==> src/rtl/iref_seq.sv <==
`timescale 1ns/1ps
// iref_seq -- power-up / calibration sequencer for the current-reference macro.
//
// Turns a level enable request into an ordered drive of the reference cell:
// power-up, settle, calibrate, ready. Watches RDY_IREF with a calibration
// timeout and a bounded number of power-cycled retries. Reports READY or a
// sticky FAIL upward.
//
// Ports
//   CLK        system clock, all logic on posedge
//   RSTN       asynchronous active-low reset
//   EN         request reference on (level); EN=0 always returns to OFF
//   RDY_IREF   ready from reference cell (same clock domain)
//   PU_IREF    power-up to reference cell
//   CAL_IREF   calibrate strobe (level) to reference cell
//   READY      reference powered and calibrated
//   FAIL       sticky calibration failure (cleared only by EN=0)
//   STATE      current FSM state code (debug)
//   RETRY_CNT  retries consumed in the current enable session
module iref_seq #(
  parameter int unsigned SETTLE_CYC  = 16,
  parameter int unsigned CAL_TIMEOUT = 1024,
  parameter int unsigned PD_CYC      = 4,
  parameter int unsigned MAX_RETRY   = 2,
  parameter int unsigned CNT_W       = 12
) (
  input  logic       CLK,
  input  logic       RSTN,
  input  logic       EN,
  input  logic       RDY_IREF,
  output logic       PU_IREF,
  output logic       CAL_IREF,
  output logic       READY,
  output logic       FAIL,
  output logic [2:0] STATE,
  output logic [1:0] RETRY_CNT
);

  typedef enum logic [2:0] {
    S_OFF   = 3'd0,
    S_PWRUP = 3'd1,
    S_CAL   = 3'd2,
    S_READY = 3'd3,
    S_PDOWN = 3'd4,
    S_FAIL  = 3'd5
  } state_t;

  localparam logic [CNT_W-1:0] SETTLE_LAST = CNT_W'(SETTLE_CYC - 1);
  localparam logic [CNT_W-1:0] CAL_LAST    = CNT_W'(CAL_TIMEOUT - 1);
  localparam logic [CNT_W-1:0] PD_LAST     = CNT_W'(PD_CYC - 1);
  localparam logic [1:0]       RETRY_MAX   = 2'(MAX_RETRY);

  state_t           state;
  state_t           nxt_state;
  logic [CNT_W-1:0] cnt;
  logic [CNT_W-1:0] nxt_cnt;
  logic [1:0]       retry;
  logic [1:0]       nxt_retry;
  logic             attempt_lost;

  // Next-state logic. A calibration timeout and a loss of reference while
  // READY share one retry/fail decision, resolved after the state case.
  always_comb begin
    nxt_state    = state;
    nxt_cnt      = cnt;
    nxt_retry    = retry;
    attempt_lost = 1'b0;

    case (state)
      S_OFF: begin
        nxt_state = S_PWRUP;
        nxt_cnt   = '0;
      end
      S_PWRUP: begin
        if (cnt == SETTLE_LAST) begin
          nxt_state = S_CAL;
          nxt_cnt   = '0;
        end else begin
          nxt_cnt = cnt + CNT_W'(1);
        end
      end
      S_CAL: begin
        // RDY_IREF on the timeout cycle still counts as success.
        if (RDY_IREF) begin
          nxt_state = S_READY;
          nxt_cnt   = '0;
        end else if (cnt == CAL_LAST) begin
          attempt_lost = 1'b1;
        end else begin
          nxt_cnt = cnt + CNT_W'(1);
        end
      end
      S_READY: begin
        if (!RDY_IREF) begin
          attempt_lost = 1'b1;
        end
      end
      S_PDOWN: begin
        if (cnt == PD_LAST) begin
          nxt_state = S_PWRUP;
          nxt_cnt   = '0;
        end else begin
          nxt_cnt = cnt + CNT_W'(1);
        end
      end
      S_FAIL: begin
        nxt_state = S_FAIL;
      end
      default: begin
        // Unreachable encodings recover to OFF.
        nxt_state = S_OFF;
        nxt_cnt   = '0;
        nxt_retry = '0;
      end
    endcase

    if (attempt_lost) begin
      nxt_cnt = '0;
      if (retry < RETRY_MAX) begin
        nxt_state = S_PDOWN;
        nxt_retry = retry + 2'd1;
      end else begin
        nxt_state = S_FAIL;
      end
    end

    // Dropping the enable overrides every other transition.
    if (!EN) begin
      nxt_state = S_OFF;
      nxt_cnt   = '0;
      nxt_retry = '0;
    end
  end

  // State, counter, retry count and registered outputs. Outputs are decoded
  // from the next state so they change on the same edge as the state.
  always_ff @(posedge CLK or negedge RSTN) begin
    if (!RSTN) begin
      state    <= S_OFF;
      cnt      <= '0;
      retry    <= '0;
      PU_IREF  <= 1'b0;
      CAL_IREF <= 1'b0;
      READY    <= 1'b0;
      FAIL     <= 1'b0;
    end else begin
      state    <= nxt_state;
      cnt      <= nxt_cnt;
      retry    <= nxt_retry;
      PU_IREF  <= (nxt_state == S_PWRUP) || (nxt_state == S_CAL) ||
                  (nxt_state == S_READY);
      CAL_IREF <= (nxt_state == S_CAL);
      READY    <= (nxt_state == S_READY);
      FAIL     <= (nxt_state == S_FAIL);
    end
  end

  assign STATE     = state;
  assign RETRY_CNT = retry;

endmodule

==> config.mk <==
export PLATFORM = sky130hd
export DESIGN_NAME = iref_seq
export DESIGN_NICKNAME = d
export VERILOG_FILES = /design/src/rtl/iref_seq.sv
export SDC_FILE = /design/constraint.sdc
export NUM_CORES = 1
export LEC_CHECK = 0
export CELL_PAD_IN_SITES_DETAIL_PLACEMENT = 1
export CELL_PAD_IN_SITES_GLOBAL_PLACEMENT = 1
export CORE_AREA = 2 2 59 61
export CTS_CLUSTER_DIAMETER = 40
export DETAILED_ROUTE_END_ITERATION = 6
export DIE_AREA = 0 0 61 63
export GPL_TIMING_DRIVEN = 1
export PLACE_DENSITY = 0.81
export SLEW_MARGIN = 0
export SYNTH_ARGS = -nofsm -noshare
export SYNTH_HDL_FRONTEND = slang
export SYNTH_SLANG_ARGS = --single-unit
==> constraint.sdc <==
create_clock -name CLK -period 2.2 [get_ports CLK]
set_clock_uncertainty 0.2 [all_clocks]
set_input_delay 0.33 -clock CLK [delete_from_list [all_inputs] [get_ports CLK]]
set_output_delay 0.33 -clock CLK [all_outputs]
set_load 0.01 [all_outputs]
==> results by group, run 1 <==
Setup path
  • Kind of critical path: flip-flop to flip-flop
  • Worst r2r path cells: 6
  • CP bufs+invs: 1
  • Crit start category: flip-flop
  • Family with the most delay on the worst path: simple AND/OR/NAND/NOR gates
  • CP Max Fanout: 5
  • CP max stage cell: dfrtp_1
  • Crit-path cells: nor4_4, nand4b_1, a211o_4, buf_4, nand4_1, o211ai_1
  • R2R Setup Slk: 90 ps
  • R2R Path Start: cnt[4]$_DFFE_PN0P_
  • RR Endpoint: cnt[8]$_DFFE_PN0P_
  • Crit path capture type: flip-flop
  • Worst Path Required: 2210 ps
  • Arr. time, crit path: 2120 ps
  • CP max stage delay: 450 ps

Floorplan
  • Die ar.: 0.003843 sq mm
  • # IOs: 13
  • Die W: 61 microns
  • Initial Utilization: 0.4053
  • Die span in y: 63 microns
  • Row count: 21
  • Core footprint: 0.003232 sq mm

Clock tree
  • Hold buffer count at CTS: 0
  • Clk Latency, worst-skew pair: 330 ps
  • Clock transition at path regs: 140 ps
  • # clock sinks: 21
  • Root Driver: clkbuf_4
  • Total CTS buffers: 3
  • Deepest clock path buffer count: 2
  • H-tree depth: 1
  • CTS tree: yes

Drt
  • DR iter-0 viols: 28
  • Avg WL per Cell: 17.40 microns
  • Vias per inst: 5.635
  • Vias: 1251
  • DRC: 0
  • WL met1: 1656 microns
  • DRT Wirelength: 3862 microns
  • ANT nets after route: 0
  • DRT Pass-1 Iters: 4
  • WL met3: 74 microns
  • Top routing layer in use: met4
  • WL met2: 2063 microns

Timing
  • Post-route setup slack: 89.15 ps
  • Period minus WS final: 2111 ps
  • Hold Slack: 132.0 ps
  • Final period util: 0.9595
  • Fmax: 473.7 MHz
  • Final number of hold-violating endpoints: 0
  • # setup viols final: 0
  • Slew Viols, Final: 0
  • RSZ-0062 raised after global routing: no
  • Slew Limit Headroom: 0.6722
  • Actual slew at the worst max-slew pin: 491.7 ps

Finish
  • Nets: 182
  • Most common cell after layout, fill and taps aside: nand2_1
  • Antenna Cells: 0
  • Final instance area: 0.001683 sq mm
  • Area of the multi-input gates: 787.0 sq um
  • Share of post-route cells with drive strength above 1: 0.2045
  • Synth-to-Final Area Change: 28.46%
  • Fillers: 383
  • Most frequent cells in the layout: nand2_1 (27), dfrtp_1 (21), buf_4 (21)
  • Seq. cell area: 525.5 sq um
  • Fin util: 0.5207

Yosys
  • Syn nets: 151
  • Netlist cell types: 41
  • Sequential area share after synthesis: 0.4011
  • Mapped cell area: 0.001310 sq mm
  • Synth warnings: 0
  • Avg Cell Area, Syn: 8.973 sq um
  • Synth Instances: 146
  • Yosys reg bits: 21

Placement
  • IO Port Bufs: 12
  • Post-detail-place hpwl: 2676 microns
  • Dpl cell area: 0.001612 sq mm
  • Final GP Congestion: 0.8308
  • Post-Place Setup Slack: -168.6 ps

GRT
  • Gr ovfl total: 0
  • Vias in the first global route: 1309
  • Initial antenna violation count: 0
  • First-pass GRT wire length: 6451 microns
  • Tot GR Track Use: 0.2227
  • Pin count of the biggest net entering global routing: 22

Run
  • Max-Cap Viols: 0

Status
  • Status: completed

Worst hold path
  • Worst hold path type: primary input to async pin

Power
  • VDD IR max: 0.2606 mV
  • Pwr per Cell Area: 393.0 mW/mm^2
  • Pleak: 0.7143 nW
==> logic make-up (layout without fill, tap and decap cells) <==
| family | after synthesis | after routing | share of synthesized area |
|---|---|---|---|
| simple gates | 79 | 79 | 0.3639 |
| fa+ha+maj | 1 | 1 | 0.009550 |
| flops | 21 | 21 | 0.4011 |
| compound gates | 35 | 35 | 0.1872 |
| buf+inv | 9 | 39 | 0.03152 |
| xor+xnor | 1 | 1 | 0.006687 |
==> how the worst max path moves through the flow <==
stage / slack [ps] / depth (start not counted) / to / startpoint
final: 90 / 6 / cnt[8]$_DFFE_PN0P_ / cnt[4]$_DFFE_PN0P_
after global routing: 2 / 6 / cnt[7]$_DFFE_PN0P_ / cnt[4]$_DFFE_PN0P_
after CTS: 4 / 7 / cnt[7]$_DFFE_PN0P_ / cnt[1]$_DFFE_PN0P_
after detailed placement: -170 / 6 / RETRY_CNT[1]$_DFF_PN0_ / RDY_IREF
after global placement: -140 / 6 / RETRY_CNT[1]$_DFF_PN0_ / RDY_IREF
after floorplan: 230 / 5 / RETRY_CNT[1]$_DFF_PN0_ / STATE[2]$_DFF_PN0_
==> cells in the mapped netlist, drive strengths merged <==
cell,n,area (sq um)
o311a,1,10.01
nor2,10,40.04
and2,2,12.51
clkbuf,3,11.26
xnor2,1,8.760
a21oi,5,28.78
o21a,2,15.01
o21ai,10,50.04
o211ai,5,37.54
and3,2,12.51
or3,2,12.51
o2111ai,5,43.79
a211oi,1,12.51
nand2b,1,6.260
nand2,27,101.4
nand4b,1,8.760
nand3,5,50.04
buf,4,22.52
dfrtp,21,525.5
o31a,2,17.52
nor4,4,52.55
o21bai,1,7.510
inv,2,7.510
nor3b,3,22.52
nand4bb,1,11.26
a31oi,1,6.260
a21o,1,7.510
nand4,6,52.55
nor3,6,30.03
or3b,3,26.28
nor2b,6,37.54
a211o,1,8.760
ha,1,12.51
==> registers in the layout, indices dropped and copies added (netlist names) <==
signal and count:
cnt 12, STATE 3, RETRY_CNT 2, CAL_IREF 1
FAIL 1, PU_IREF 1, READY 1
==> final cells by class <==
type | instances | share of cell area
Tap cell | 46 | 0.03420
Inverter | 2 | 0.004461
Clock inverter | 1 | 0.002974
Multi-Input combinational cell | 116 | 0.4677
Timing Repair Buffer | 33 | 0.1651
Clock buffer | 3 | 0.01338
Sequential cell | 21 | 0.3123
==> power breakdown <==
group	leakage, nW	internal, W	switching (W)
Sequential	0.288	0.000389	0.00000251
Combinational	0.408	0.0000256	0.0000373
Clock	0.0177	0.0000683	0.000139
Total	0.714	0.000483	0.000179
==> metal layers <==
layer	vias to the layer above	GRT usage
met5	-	0
met4	0	0.06250
met3	7	0.01863
met1	633	0.2960
li1	597	-
met2	14	0.3777
==> per-stage QoR <==
| step | total power, W | std cells | setup TNS [ps] |
|---|---|---|---|
| CTS | 0.0006618 | 222 | 0 |
| finish | 0.0006614 | 222 | 0 |
| global placement | 0.0004557 | 218 | -1163 |
| global route | 0.0006916 | 222 | 0 |
| floorplan | 0.0004233 | 146 | 0 |
| detailed placement | 0.0004590 | 218 | -1825 |
==> what timing repair did <==
item | 4_1_cts | 5_1_grt
setup buffers | 0 | 0
pin swaps | 0 | 0
setup endpoints to repair | 2 | 15
gates resized for setup | 1 | 5
cloned | 0 | 0
Note: power is estimated with default switching activity, not from simulation.
==> inputs of run 2 (changes only) <==
--- a/config.mk
+++ b/config.mk
@@ -6,13 +6,13 @@
 export NUM_CORES = 1
 export LEC_CHECK = 0
 export CELL_PAD_IN_SITES_DETAIL_PLACEMENT = 1
-export CELL_PAD_IN_SITES_GLOBAL_PLACEMENT = 1
-export CORE_AREA = 2 2 59 61
+export CELL_PAD_IN_SITES_GLOBAL_PLACEMENT = 2
+export CORE_AREA = 2 2 66 68
 export CTS_CLUSTER_DIAMETER = 40
 export DETAILED_ROUTE_END_ITERATION = 6
-export DIE_AREA = 0 0 61 63
+export DIE_AREA = 0 0 68 70
 export GPL_TIMING_DRIVEN = 1
-export PLACE_DENSITY = 0.81
+export PLACE_DENSITY = 0.79
 export SLEW_MARGIN = 0
 export SYNTH_ARGS = -nofsm -noshare
 export SYNTH_HDL_FRONTEND = slang
==> results by group, run 2 (same netlist as run 1, synthesis figures left out) <==
Timing
  • Actual slew at the worst max-slew pin: 495.7 ps
  • Fmax: 478.9 MHz
  • Slew Limit Headroom: 0.6692
  • Final number of hold-violating endpoints: 0
  • Final period util: 0.9492
  • RSZ-0062 raised after global routing: no
  • Slew Viols, Final: 0
  • # setup viols final: 0
  • Period minus WS final: 2088 ps

Finish
  • Layout Cells excl Fill: 234
  • Fin util: 0.4284
  • Synth-to-Final Area Change: 35.53%
  • Antenna Cells: 0
  • Share of post-route cells with drive strength above 1: 0.2582
  • Final instance area: 0.001775 sq mm
  • Max reg flops: 12
  • Fillers: 508
  • Biggest register: cnt
  • Most frequent cells in the layout: nand2_1 (27), buf_4 (27), dfrtp_1 (21)
  • Nets: 188

GRT
  • First-pass GRT wire length: 6451 microns
  • Initial antenna violation count: 0
  • Tot GR Track Use: 0.1797
  • Vias in the first global route: 1359
  • Pin count of the biggest net entering global routing: 22
  • Gr ovfl total: 0

Placement
  • Placed insts: 230
  • Final GP Congestion: 0.8816
  • Post-detail-place hpwl: 2938 microns
  • Dpl cell area: 0.001664 sq mm
  • IO Port Bufs: 12

Clock tree
  • Hold buffer count at CTS: 0
  • Root Driver: clkbuf_8
  • Clock transition at path regs: 80 ps
  • Deepest clock path buffer count: 2
  • H-tree depth: 1
  • Total CTS buffers: 3
  • CTS tree: yes
  • # clock sinks: 21
  • Clk Latency, worst-skew pair: 270 ps

Power
  • VDD IR max: 0.1999 mV
  • Pleak: 0.7698 nW
  • Pwr per Cell Area: 404.4 mW/mm^2

Setup path
  • Crit path capture type: flip-flop
  • Kind of critical path: flip-flop to flip-flop
  • CP max stage delay: 420 ps
  • Crit start category: flip-flop
  • CP max stage cell: or3b_4
  • CP Max Fanout: 7
  • Arr. time, crit path: 2090 ps
  • Worst Path Required: 2200 ps
  • Crit-path cells: or3b_4, nor4_4, a21oi_4, or3b_4, a21oi_2
  • Most frequent CP cell: or3b_4

Drt
  • DRT Pass-1 Iters: 4
  • DRT Wirelength: 3775 microns
  • Vias: 1255
  • Vias per inst: 5.363
  • DR iter-0 viols: 36
  • DRC: 0
  • Avg WL per Cell: 16.13 microns
  • ANT nets after route: 0

Floorplan
  • Initial Utilization: 0.3161
  • Die ar.: 0.004760 sq mm
  • # IOs: 13
  • Row count: 24
  • Core footprint: 0.004144 sq mm
  • Die span in y: 70 microns
  • Die W: 68 microns

Run
  • Max-Cap Viols: 0

Worst hold path
  • Worst hold path type: primary input to async pin

Status
  • Status: completed
run 2: cell count changes in the layout (fill, tap and decap cells not counted), sizes merged:
cell           delta
buf               +6
clkdlybuf4s50     -1
dlymetal6s2s      +1
run 2: layout make-up:
class / instances / area, sq um / share of cell area
clock buffer: 3 / 41.29 / 0.02326
clock inverter: 1 / 5.005 / 0.002819
inverter: 2 / 7.507 / 0.004228
multi-input combinational: 116 / 805.8 / 0.4538
sequential: 21 / 525.5 / 0.2960
tap: 52 / 65.06 / 0.03665
timing repair buffer: 39 / 325.3 / 0.1832
run 2: final timing paths:
| check | start | end | slack, ps | cells past startpoint |
|---|---|---|---|---|
| min in group CLK | RETRY_CNT[0]$_DFF_PN0_ | RETRY_CNT[0]$_DFF_PN0_ | 410 | 2 |
| max reg2reg | STATE[1]$_DFF_PN0_ | RETRY_CNT[1]$_DFF_PN0_ | 110 | 5 |
| max | STATE[1]$_DFF_PN0_ | RETRY_CNT[1]$_DFF_PN0_ | 110 | 5 |
| max in group asynchronous | RSTN | cnt[10]$_DFFE_PN0P_ | 1370 | 2 |
| min | RSTN | RETRY_CNT[0]$_DFF_PN0_ | 210 | 2 |
| min reg2reg | RETRY_CNT[0]$_DFF_PN0_ | RETRY_CNT[0]$_DFF_PN0_ | 410 | 2 |
run 2: layer usage:
metal  GRT usage  wire length (microns)
met3     0.02415                     60
met1      0.2366                   1692
met4     0.06000                     61
met2      0.2977                   1960
met5           0                      0
run 2: stage by stage:
| step | TNS [ps] | total power [W] | hold WS [ps] | setup slack, ps |
|---|---|---|---|---|
| 4_1_cts | 0 | 0.0007206 | 218.6 | 26.72 |
| 3_3_place_gp | -1078 | 0.0004586 | 369.2 | -130.6 |
| 3_5_place_dp | -1884 | 0.0004617 | 384.6 | -203.1 |
| 5_1_grt | 0 | 0.0007450 | 226.4 | 12.45 |
| 6_report | 0 | 0.0007180 | 207.1 | 111.9 |
| 2_1_floorplan | 0 | 0.0004233 | -165.6 | 228.3 |
run 2: repair_timing:
action	in CTS	in global routing
buffers inserted	0	0
pin swaps	0	3
resized for setup	1	11
hold endpoints to repair	0	0
endpoints found under the setup margin	1	12
run 2: report_power, final:
part / switching [W] / internal [W]
Clock: 0.000135 / 0.000127
Sequential: 0.00000336 / 0.000388
Combinational: 0.0000364 / 0.0000280
Total: 0.000175 / 0.000543
run 2: worst max-delay path: cells and delay by family (launching register included):
kind / cells / cell delay [ps]
simple gates: 3 / 1200
flops: 1 / 400
compound gates: 2 / 210
==> inputs of run 3 (changes only) <==
--- a/config.mk
+++ b/config.mk
@@ -5,6 +5,7 @@
 export SDC_FILE = /design/constraint.sdc
 export NUM_CORES = 1
 export LEC_CHECK = 0
+export CAP_MARGIN = 15
 export CELL_PAD_IN_SITES_DETAIL_PLACEMENT = 1
 export CELL_PAD_IN_SITES_GLOBAL_PLACEMENT = 2
 export CORE_AREA = 2 2 66 68
==> results of run 3 <==
The final DEF is identical to that of run 2; final timing and power are the same.
